File: config.mk
export PLATFORM = sky130hd
export DESIGN_NAME = sfr_ext_flat
export DESIGN_NICKNAME = d
export VERILOG_FILES = /design/src/rtl/sfr_ext_if.sv /design/src/rtl/sfr_ext.sv /design/src/flat_wrapper.sv
export SDC_FILE = /design/constraint.sdc
export NUM_CORES = 1
export LEC_CHECK = 0
export CORE_AREA = 2 2 91 93
export DETAILED_ROUTE_END_ITERATION = 7
export DIE_AREA = 0 0 93 95
export MAX_ROUTING_LAYER = met4
export SLEW_MARGIN = 0
export SYNTH_ARGS = -nofsm -noshare
export SYNTH_HDL_FRONTEND = slang
export SYNTH_SLANG_ARGS = --single-unit
File: constraint.sdc
create_clock -name clk_i -period 3.8 [get_ports clk_i]
set_input_delay 1.14 -clock clk_i [delete_from_list [all_inputs] [get_ports clk_i]]
set_output_delay 1.14 -clock clk_i [all_outputs]
set_load 0.01 [all_outputs]
File: src/rtl/sfr_ext_if.sv
// MemSplit32: split request/response 32-bit register bus (request accepted via ack, read data via resp). Rev 1.0
`default_nettype none

interface MemSplit32;
  logic        req;
  logic        we;
  logic [31:0] addr;
  logic [31:0] wdata;
  logic        ack;
  logic        resp;
  logic [31:0] rdata;

  modport Slave  (input req, we, addr, wdata, output ack, resp, rdata);
  modport Master (output req, we, addr, wdata, input ack, resp, rdata);
endinterface

`default_nettype wire

File: src/rtl/sfr_ext.sv
// sfr_ext: CPU control, SGI FIFO and optional timer (macro SFR_EXT_TIMER_EN) behind a MemSplit32 slave. Rev 1.0
`default_nettype none

module sfr_ext #(
  parameter int CORENUM           = 0,
  parameter int CPU_RESET_DEFAULT = 0,
  parameter int IRQ_NUM_POW       = 4,
  parameter int SGI_FIFO_POW      = 2
) (
  input  logic                   clk_i,
  input  logic                   rst_i,
  MemSplit32.Slave               host,
  output logic                   cpu_reset_o,
  output logic                   sgi_req_o,
  output logic [IRQ_NUM_POW-1:0] sgi_code_bo,
  input  logic                   sgi_ack_i,
  output logic                   timer_irq_o
);

  localparam int DEPTH = 1 << SGI_FIFO_POW;
  localparam int CW    = SGI_FIFO_POW + 1;

  localparam logic [7:0] A_IDCODE     = 8'h00;
  localparam logic [7:0] A_CTRL       = 8'h04;
  localparam logic [7:0] A_CORENUM    = 8'h08;
  localparam logic [7:0] A_MSI        = 8'h0C;
  localparam logic [7:0] A_SGI_STATUS = 8'h10;
  localparam logic [7:0] A_TIMER_CNT  = 8'h14;
  localparam logic [7:0] A_TIMER_CMP  = 8'h18;
  localparam logic [7:0] A_TIMER_CTRL = 8'h1C;

  logic [7:0] reg_addr;
  logic       wr_en;
  logic       rd_en;

  assign reg_addr  = host.addr[7:0];
  assign wr_en     = host.req & host.we;
  assign rd_en     = host.req & ~host.we;
  assign host.ack  = host.req;

  logic unused_bits;
  assign unused_bits = &{1'b0, host.addr[31:8], host.wdata};

  // ---------------- SGI FIFO ----------------
  logic [IRQ_NUM_POW-1:0]  fifo_mem [DEPTH];
  logic [SGI_FIFO_POW-1:0] wr_ptr;
  logic [SGI_FIFO_POW-1:0] rd_ptr;
  logic [CW-1:0]           count;
  logic                    overflow;
  logic                    fifo_empty;
  logic                    fifo_full;
  logic                    push;
  logic                    pop;
  logic                    push_ok;
  logic                    ovf_set;
  logic                    ovf_clr;

  assign fifo_empty = (count == '0);
  assign fifo_full  = (count == CW'(DEPTH));
  assign pop        = ~fifo_empty & sgi_ack_i;
  assign push       = wr_en & (reg_addr == A_MSI);
  // A pop in the same cycle frees the slot, so a full FIFO still accepts the push.
  assign push_ok    = push & (~fifo_full | pop);
  assign ovf_set    = push & fifo_full & ~pop;
  assign ovf_clr    = wr_en & (reg_addr == A_SGI_STATUS) & host.wdata[0];

  always_ff @(posedge clk_i) begin
    if (push_ok) fifo_mem[wr_ptr] <= host.wdata[IRQ_NUM_POW-1:0];
  end

  always_ff @(posedge clk_i) begin
    if (rst_i) begin
      wr_ptr   <= '0;
      rd_ptr   <= '0;
      count    <= '0;
      overflow <= 1'b0;
    end else begin
      if (push_ok) wr_ptr <= wr_ptr + 1'b1;
      if (pop)     rd_ptr <= rd_ptr + 1'b1;
      case ({push_ok, pop})
        2'b10:   count <= count + 1'b1;
        2'b01:   count <= count - 1'b1;
        default: count <= count;
      endcase
      if (ovf_set)      overflow <= 1'b1;
      else if (ovf_clr) overflow <= 1'b0;
    end
  end

  assign sgi_req_o   = ~fifo_empty;
  assign sgi_code_bo = fifo_empty ? '0 : fifo_mem[rd_ptr];

  logic [31:0] sgi_status;
  assign sgi_status = {20'b0, 4'(count), 5'b0, fifo_full, fifo_empty, overflow};

  // ---------------- CPU control ----------------
  logic ctrl_reset;
  logic ctrl_nxt;

  assign ctrl_nxt = (wr_en && reg_addr == A_CTRL) ? host.wdata[0] : ctrl_reset;

  // cpu_reset_o follows the value CTRL takes at this edge, so it moves together with the register.
  always_ff @(posedge clk_i) begin
    cpu_reset_o <= rst_i | ctrl_nxt;
    if (rst_i) ctrl_reset <= (CPU_RESET_DEFAULT != 0);
    else       ctrl_reset <= ctrl_nxt;
  end

  // ---------------- Timer ----------------
`ifdef SFR_EXT_TIMER_EN
  logic [31:0] tmr_cnt;
  logic [31:0] tmr_cmp;
  logic        tmr_en;
  logic        tmr_pend;
  logic        tmr_hit;

  assign tmr_hit = tmr_en & (tmr_cnt == tmr_cmp);

  always_ff @(posedge clk_i) begin
    if (rst_i) begin
      tmr_cnt  <= '0;
      tmr_cmp  <= '0;
      tmr_en   <= 1'b0;
      tmr_pend <= 1'b0;
    end else begin
      if (wr_en && reg_addr == A_TIMER_CNT) tmr_cnt <= host.wdata;
      else if (tmr_en)                      tmr_cnt <= tmr_cnt + 32'd1;
      if (wr_en && reg_addr == A_TIMER_CMP)  tmr_cmp <= host.wdata;
      if (wr_en && reg_addr == A_TIMER_CTRL) tmr_en  <= host.wdata[0];
      if (tmr_hit)
        tmr_pend <= 1'b1;
      else if (wr_en && reg_addr == A_TIMER_CTRL && host.wdata[1])
        tmr_pend <= 1'b0;
    end
  end

  assign timer_irq_o = tmr_pend;
`else
  assign timer_irq_o = 1'b0;
`endif

  // ---------------- Read path ----------------
  logic [31:0] rd_val;

  always_comb begin
    rd_val = '0;
    case (reg_addr)
      A_IDCODE:     rd_val = 32'hdeadbeef;
      A_CTRL:       rd_val = {31'b0, ctrl_reset};
      A_CORENUM:    rd_val = 32'(CORENUM);
      A_SGI_STATUS: rd_val = sgi_status;
`ifdef SFR_EXT_TIMER_EN
      A_TIMER_CNT:  rd_val = tmr_cnt;
      A_TIMER_CMP:  rd_val = tmr_cmp;
      A_TIMER_CTRL: rd_val = {30'b0, tmr_pend, tmr_en};
`endif
      default:      rd_val = '0;
    endcase
  end

  logic        resp_r;
  logic [31:0] rdata_r;

  always_ff @(posedge clk_i) begin
    if (rst_i) begin
      resp_r  <= 1'b0;
      rdata_r <= '0;
    end else begin
      resp_r <= rd_en;
      if (rd_en) rdata_r <= rd_val;
    end
  end

  assign host.resp  = resp_r;
  assign host.rdata = rdata_r;

endmodule

`default_nettype wire

File: src/flat_wrapper.sv
// flat-port wrapper written by rule: the top's interface ports become plain ports
module sfr_ext_flat 
#(
  parameter int CORENUM           = 0,
  parameter int CPU_RESET_DEFAULT = 0,
  parameter int IRQ_NUM_POW       = 4,
  parameter int SGI_FIFO_POW      = 2
)
  (clk_i, rst_i, cpu_reset_o, sgi_req_o, sgi_code_bo, sgi_ack_i, timer_irq_o, host_req, host_we, host_addr, host_wdata, host_ack, host_resp, host_rdata);
  MemSplit32 host_i ();
  input  logic clk_i;
  input  logic rst_i;
  output logic cpu_reset_o;
  output logic sgi_req_o;
  output logic [IRQ_NUM_POW-1:0] sgi_code_bo;
  input  logic sgi_ack_i;
  output logic timer_irq_o;
  input wire logic [$bits(host_i.req)-1:0] host_req;
  input wire logic [$bits(host_i.we)-1:0] host_we;
  input wire logic [$bits(host_i.addr)-1:0] host_addr;
  input wire logic [$bits(host_i.wdata)-1:0] host_wdata;
  output wire logic [$bits(host_i.ack)-1:0] host_ack;
  output wire logic [$bits(host_i.resp)-1:0] host_resp;
  output wire logic [$bits(host_i.rdata)-1:0] host_rdata;
  assign host_i.req = host_req;
  assign host_i.we = host_we;
  assign host_i.addr = host_addr;
  assign host_i.wdata = host_wdata;
  assign host_ack = host_i.ack;
  assign host_resp = host_i.resp;
  assign host_rdata = host_i.rdata;
  sfr_ext #(.CORENUM(CORENUM), .CPU_RESET_DEFAULT(CPU_RESET_DEFAULT), .IRQ_NUM_POW(IRQ_NUM_POW), .SGI_FIFO_POW(SGI_FIFO_POW)) u_core (.clk_i(clk_i), .rst_i(rst_i), .host(host_i), .cpu_reset_o(cpu_reset_o), .sgi_req_o(sgi_req_o), .sgi_code_bo(sgi_code_bo), .sgi_ack_i(sgi_ack_i), .timer_irq_o(timer_irq_o));
endmodule
# Word level (Yosys, flattened, before mapping)
# Memory sizes are Yosys's and may differ from the RTL's. A register that Yosys moved wholly into a read port is not among the register bits.
# Cells that the tools add are included.
word_totals:
  reg_bits: 43
  ramBits: 16
  inputBits: 69
  out_inout_bits: 41
  elab_cells: 49
  memories: 1
mem_list:
  columns: ["memory", "depth", "width", "read_ports", "rd_clocked_by_memory_dff", "write_ports", "line_no", "text"]
  rows:
  - ["u_core.fifo_mem", 4, 4, 1, 1, 1, "sfr_ext.sv:45", "logic [IRQ_NUM_POW-1:0] fifo_mem [DEPTH];"]
classes:
  n_addsub: 4
  n_eq_ne: 6
  mux: 10
  bitwise: 15
  reduce_logical: 5
op_table:
  columns: ["cell", "n"]
  rows:
  - ["one-hot mux 32 bit (3 select lines)", 1]
  - ["AND 1 bit", 9]
  - ["equality test 8 x 3 -> 1 bit, second input constant", 1]
  - ["equality test 8 x 4 -> 1 bit, second input constant", 1]
  - ["equality test 8 x 5 -> 1 bit, second input constant", 1]
  - ["logical NOT 8 bit", 1]
  - ["one-hot mux 3 bit (2 select lines)", 1]
  - ["two-way mux 1 bit", 5]
  - ["adder 2 x 1 -> 2 bit, second input constant", 2]
  - ["two-way mux 2 bit", 2]
  - ["two-way mux 4 bit", 1]
  - ["inverter 1 bit", 4]
  - ["nonzero test 2 bit", 2]
  - ["adder 3 x 1 -> 3 bit, second input constant", 1]
  - ["equality test 3 bit, second input constant", 1]
  - ["logical NOT 3 bit", 1]
  - ["subtractor 3 x 1 -> 3 bit, second input constant", 1]
  - ["equality test 2 x 1 -> 1 bit, second input constant", 1]
  - ["equality test 2 bit, second input constant", 1]
  - ["OR 1 bit", 2]
  - ["logical AND 1 bit", 1]

# Logic depth before layout (Yosys ltp)
# Gate-level depths: netlist of run 1.
depth:
  word_depth: 7
  depth_mapped: 9
  ltp_nobuf: 9

# Worst setup path after synthesis of run 1
# Ideal clock, no wire load.
synth_path:
  path_kind: "input port to flip-flop"
  start: "input host_addr[5]"
  end: "register u_core.count[2]"
  setup_time_ns: 0.070
  arrival_ns: 3.104
  t_required_ns: 3.730
  path_slack_ns: 0.626
  cell_stages: 9
  n_path_buf: 0
  path_cell_list: "or4_4 nor4_4 inv_1 ha_1 inv_1 fa_1 xor2_1 or3_1 a21oi_1"
synth_between:
  elab_chain_len: 5
  word_cells_on_any_way: 7
  cone_classes: "eq/ne: 3; mux: 1; bitwise: 2; reduce/logical: 1"
synth_rtl:
  columns: ["element", "line_no", "text"]
  rows:
  - ["start: declaration", "flat_wrapper.sv:20", "input wire logic [$bits(host_i.addr)-1:0] host_addr;"]
  - ["equality test 8 x 4 -> 1 bit (*)", "sfr_ext.sv:61", "assign push = wr_en & (reg_addr == A_MSI);"]
  - ["AND 1 bit (*)", "sfr_ext.sv:61", null]
  - ["AND 1 bit (*)", "sfr_ext.sv:63", "assign push_ok = push & (~fifo_full | pop);"]
  - ["equality test 2 x 1 -> 1 bit or equality test 2 bit (tied branches)", "sfr_ext.sv:80", "case ({push_ok, pop})"]
  - ["one-hot mux 3 bit (2 select lines) or nonzero test 2 bit (tied branches)", null, null]
  - ["end signal: assignment", "sfr_ext.sv:81", "2'b10: count <= count + 1'b1;"]
  - ["end signal: assignment", "sfr_ext.sv:82", "2'b01: count <= count - 1'b1;"]
  - ["end signal: assignment", "sfr_ext.sv:83", "default: count <= count;"]
  - ["end: declaration", "sfr_ext.sv:48", "logic [CW-1:0] count;"]
# Mark *: on every way between the ends. The rest lies on a longest branch, timed or not.
# A chain may end at the register's enable or synchronous reset.

# Worst setup path after layout of run 1
layout_path:
  start: "input host_req"
  end: "output host_ack"
layout_rtl:
  columns: ["element", "line_no", "text"]
  rows:
  - ["start: declaration", "flat_wrapper.sv:18", "input wire logic [$bits(host_i.req)-1:0] host_req;"]
  - ["end: declaration", "flat_wrapper.sv:22", "output wire logic [$bits(host_i.ack)-1:0] host_ack;"]
# No word-level cell between the ends.

==> flow_summary.ini, run 1 <==
[run_status]
status = finished clean

[timing]
finalClockSkew_ps = 7.755
rsz0062_at_grt = no
finalSetupViolCount = 0
hold_viol = 0
worst_slack_ps = 405.3
max_freq_ghz = 0.2946
maxSlewHeadroom_pct = 51.59
drv_slew = 0
worstMarginPinSlew_ps = 723.9
layout_min_cycle_time_ps = 3395
post-route-period-util_pct = 89.33
holdWs_ps = 461.6
tns_ps = 0

[synth]
yosys_warnings = 0
netlist_instances = 159
synth_edf_count = 16
synthFlopType = dfxtp_1
ys_types = 34
synth.avg_cell_area_um2 = 11.06
synth_area_leaders = edfxtp_1 27%, dfxtp_1 23%, buf_4 12%
yosysSeqAreaShare_pct = 50.11
synthTopCellsByCount = 27 x buf_4, 20 x dfxtp_1, 17 x nor2_1
syn_area_um2 = 1758
yosysTopAreaCell = edfxtp_1
ys_seq_elements = 36
async_flop_share_pct = 0
synth_top_cell_area_share_pct = 27.33
synth.most_common_cell = buf_4

[cells_and_area]
drive_gt1_share_pct = 10.88
fill_cells = 822
antenna_cells = 0
multiInputGateArea_um2 = 651.9
regArea_um2 = 880.8
fin_util_pct = 28.82
fin_cells = 298
nets = 267
area_growth_syn_to_layout_pct = 29.96

[place]
place_ws_ps = 189.7
hpwl_um = 2486
gp_congestion = 0.7364
io_buffers = 49
dp.cells = 290

[cts]
cts.clk_slew.worst_paths_ps = 70
post_cts_resized = 0
clockBufferDepth = 2
clock_sinks = 36
cts-htree-levels = 2
cts_setup_buffers = 0
cts_tree = built
clk-insertion-delay-late_ps = 290
cts_made_buffers = 5
cts_root_buf = clkbuf_8
ctsHoldBuffers = 0

[detailed_routing]
dr.pass1.iters = 4
routedWlPerCell_um = 10.65
vias_per_cell = 3.809
postRouteAntennaNets = 0
drt_iter0_markers = 70
wl_um = 3175
via_count = 1135
drc_errors = 0

[die]
rows = 33
pin_count = 110
initial_utilization_pct = 22.17
core_um2 = 7928
dieWidth_um = 93
dieArea_um2 = 8835
die-height_um = 95

[power]
leakage_uw = 0.0007532
switchingPower_uw = 156.7
combPwrFrac_pct = 7.2
peakVddDrop_v = 0.0001292
p_seq_share_pct = 56.7
p_sw_share_pct = 21.68
intPower_uw = 565.9
clkPwrFrac_pct = 36.1
power_density_nw_per_um2 = 316.3

[global_route]
grt_pass1_vias = 1035
grt_pass1_wl_um = 5009
grt_max_degree = 21
gr-total-overflow = 0
antenna_found_initial = 0
gr-usage-all-layers_pct = 7.724

[critical_path]
end_kind = output pin
path_class = input port to output pin
critPathBufInv = 2
crit_required_ps = 2660
crit_top_cell = clkdlybuf4s50_1
cp-start-kind = input port
cp_data_arrival_time_ps = 2250
slowest_stage = clkdlybuf4s50_1
crit_fanout = 5
path_cells = clkdlybuf4s50_1, clkdlybuf4s50_1
path_delay_family = buffers and inverters
critPathMaxStageDelay_ps = 570

[job]
cap_violations = 0

[hold_path]
hold_path_class = register to register
[power groups by stage]
| stage | combinational [µW] | clock [µW] | sequential [µW] |
|---|---|---|---|
| floorplan | 24.4 | 0 | 420 |
| global placement | 52.5 | 0 | 418 |
| detailed placement | 53.0 | 0 | 418 |
| CTS | 53.1 | 267 | 410 |
| global route | 57.4 | 282 | 410 |
| finish | 52.4 | 261 | 409 |
[placed cells by master, fill, tap and decap left out, types with 2 or more instances in the layout]
master	instances
a211oi_1	5
a21oi_1	5
and2_1	6
and2_2	4
buf_4	2
clkbuf_1	2
clkbuf_8	5
clkdlybuf4s50_1	49
conb_1	8
dfxtp_1	20
edfxtp_1	16
ha_1	5
inv_1	8
mux2i_1	2
mux4_2	4
nand2_1	5
nand2b_1	3
nand3_1	3
nand4_1	2
nor2_1	17
nor4b_1	2
or3_1	2
xnor2_1	2
xor2_1	3
[area by class of cell]
type / count / share of cell area [%]
clock inverters: 1 / 0.3834
repair buffers: 51 / 22.12
well taps: 105 / 5.750
inverters: 8 / 1.314
clock buffers: 7 / 3.341
flip-flops and latches: 36 / 38.55
multi-input cells: 90 / 28.53
[logic make-up (layout without fill, tap and decap cells)]
group | after synthesis | in the layout | synth area share, %
xor+xnor | 5 | 5 | 2.492
fa+ha+maj | 6 | 6 | 4.698
flops | 36 | 36 | 50.11
mux | 6 | 6 | 6.264
buf+inv | 40 | 67 | 14.31
compound gates | 13 | 13 | 4.840
other cells | 1 | 8 | 0.2133
simple gates | 52 | 52 | 17.08
[metal layers]
metal	GRT usage, %	up-vias	wire length, µm
met4	4.044	0	61
met5	-	-	0
met3	1.995	4	120
met2	12.92	29	1601
li1	-	572	-
met1	8.502	530	1393
[flip-flops by register name, summed over array words and instances (netlist names), named ones only]
signal	flops
u_core.fifo_mem	16
u_core.host.rdata	7
u_core.count	3
u_core.rd_ptr	2
u_core.wr_ptr	2
u_core.cpu_reset_o	1
u_core.ctrl_reset	1
u_core.host.resp	1
u_core.overflow	1
[worst paths after layout]
| path | startpoint | to | slack, ps | cells after the start |
|---|---|---|---|---|
| setup / recovery | host_req | host_ack | 410 | 2 |
| hold / removal | u_core.host.rdata[8] | u_core.host.rdata[8] | 460 | 2 |
| hold reg to reg | u_core.host.rdata[8] | u_core.host.rdata[8] | 460 | 2 |
| setup reg to reg | u_core.count[0] | u_core.count[2] | 1560 | 10 |
[stage by stage]
stage	power, µW	instance area (µm²)
3_3_place_gp	470.6	2200
3_5_place_dp	471.4	2200
5_1_grt	749.2	2285
2_1_floorplan	444.5	1784
6_report	722.6	2285
4_1_cts	729.8	2285
Power figures use the tool's default switching activity.
==> run 2, diff against run 1 <==
CORE_AREA = 8 8 97 99   (was 2 2 91 93)
DIE_AREA = 0 0 105 107   (was 0 0 93 95)
==> flow_summary.ini, run 2 (synthesis results as in run 1) <==
[run_status]
status = finished clean

[timing]
drv_slew = 0
max_freq_ghz = 0.2944
post-route-period-util_pct = 89.39
finalSetupViolCount = 0
rsz0062_at_grt = no
worst_slack_ps = 403.0
worstMarginPinSlew_ps = 732.0
maxSlewHeadroom_pct = 51.05
tns_ps = 0
holdWs_ps = 456.5
hold_viol = 0
layout_min_cycle_time_ps = 3397
finalClockSkew_ps = 2.800

[detailed_routing]
via_count = 1142
drt_iter0_markers = 139
met1Wirelength_um = 1582
met2_length_um = 1882
topRoutingLayerUsed = met4
routedWlPerCell_um = 12.23
met3RoutedLength_um = 102
vias_per_cell = 3.832
drc_errors = 0
dr.pass1.iters = 4
wl_um = 3646
postRouteAntennaNets = 0

[cts]
clockBufferDepth = 2
post_cts_resized = 0
clock_sinks = 36
cts_tree = built
ctsHoldBuffers = 0
cts_setup_buffers = 0
cts.clk_slew.worst_paths_ps = 70
cts_root_buf = clkbuf_8
clk-insertion-delay-late_ps = 280
cts_made_buffers = 5
cts-htree-levels = 2

[critical_path]
r2r_slack_ps = 1560
timing.rr.end = u_core.count[2]
path_cells = clkdlybuf4s50_1, clkdlybuf4s50_1
path_delay_family = buffers and inverters
reg2regPathDepth = 10
startpoint = host_req
crit_top_cell = clkdlybuf4s50_1
cp-endpoint = host_ack
slowest_stage = clkdlybuf4s50_1
end_kind = output pin
crit_required_ps = 2660
cp-start-kind = input port
critPathMaxStageDelay_ps = 570
cp.depth = 2
cp_data_arrival_time_ps = 2260
critPathBufInv = 2
path_class = input port to output pin
crit_fanout = 5
timing.rr.start = u_core.count[0]

[global_route]
gr-total-overflow = 0
gr-usage-all-layers_pct = 6.751
grt_pass1_wl_um = 5837
antenna_found_initial = 0
grt_pass1_vias = 1150
grt_max_degree = 21

[cells_and_area]
final_cell_mix = 49 x clkdlybuf4s50_1, 20 x dfxtp_1, 17 x nor2_1
drive_gt1_share_pct = 11.40
layout_commonest_cell = clkdlybuf4s50_1
largest-register = u_core.fifo_mem
largest_reg_flops = 16
nets = 267
fin_area_um2 = 2307
area_growth_syn_to_layout_pct = 31.25
antenna_cells = 0

[die]
rows = 33
dieWidth_um = 105
core_um2 = 7928
die-height_um = 107
initial_utilization_pct = 22.17
dieArea_um2 = 11240
pin_count = 110

[power]
power_uw = 785.0
power_density_nw_per_um2 = 340.2
peakVddDrop_v = 0.0001135
leakage_uw = 0.0007660

[place]
place_ws_ps = 205.2
gp_congestion = 0.6668
hpwl_um = 2898
placed_area_um2 = 2200
io_buffers = 49

[hold_path]
hold_path_class = register to register

[job]
cap_violations = 0
[run 2: area by class of cell]
cell class              count  area, µm²
flip-flops and latches     36      880.8
clock buffers               6      72.57
inverters                   8      30.03
well taps                 105      131.4
repair buffers             51      505.5
multi-input cells          90      651.9
fillers                   817       5620
clock inverters             2      35.03
[run 2: stage by stage]
| step | utilization, % | cells |
|---|---|---|
| after detailed placement | 27.75 | 290 |
| after global placement | 27.75 | 290 |
| after floorplan | - | 166 |
| after CTS | 29.10 | 298 |
| final | 29.10 | 298 |
| after global routing | 29.10 | 298 |
[run 2: worst min-delay path by stage]
stage / cells after the start / end / from / slack, ps
4_1_cts: 2 / u_core.host.rdata[8] / u_core.host.rdata[8] / 460
3_5_place_dp: 2 / u_core.host.rdata[8] / u_core.host.rdata[8] / 450
6_report: 2 / u_core.host.rdata[8] / u_core.host.rdata[8] / 460
3_3_place_gp: 2 / u_core.host.rdata[8] / u_core.host.rdata[8] / 450
5_1_grt: 2 / u_core.host.rdata[8] / u_core.host.rdata[8] / 500
2_1_floorplan: 2 / u_core.cpu_reset_o / u_core.ctrl_reset / 470
[run 2: power by group]
group / switching (µW) / internal, µW / leakage, µW
combinational: 25.4 / 27.6 / 0.000405
sequential: 1.91 / 408 / 0.000306
clock: 128 / 194 / 0.0000552
[run 2: metal layers]
metal  global-route usage (%)  vias up
li1                         -      570
met3                    1.680        6
met1                    7.181      538
met2                    11.49       28
met4                    3.466        0
met5                        -        -
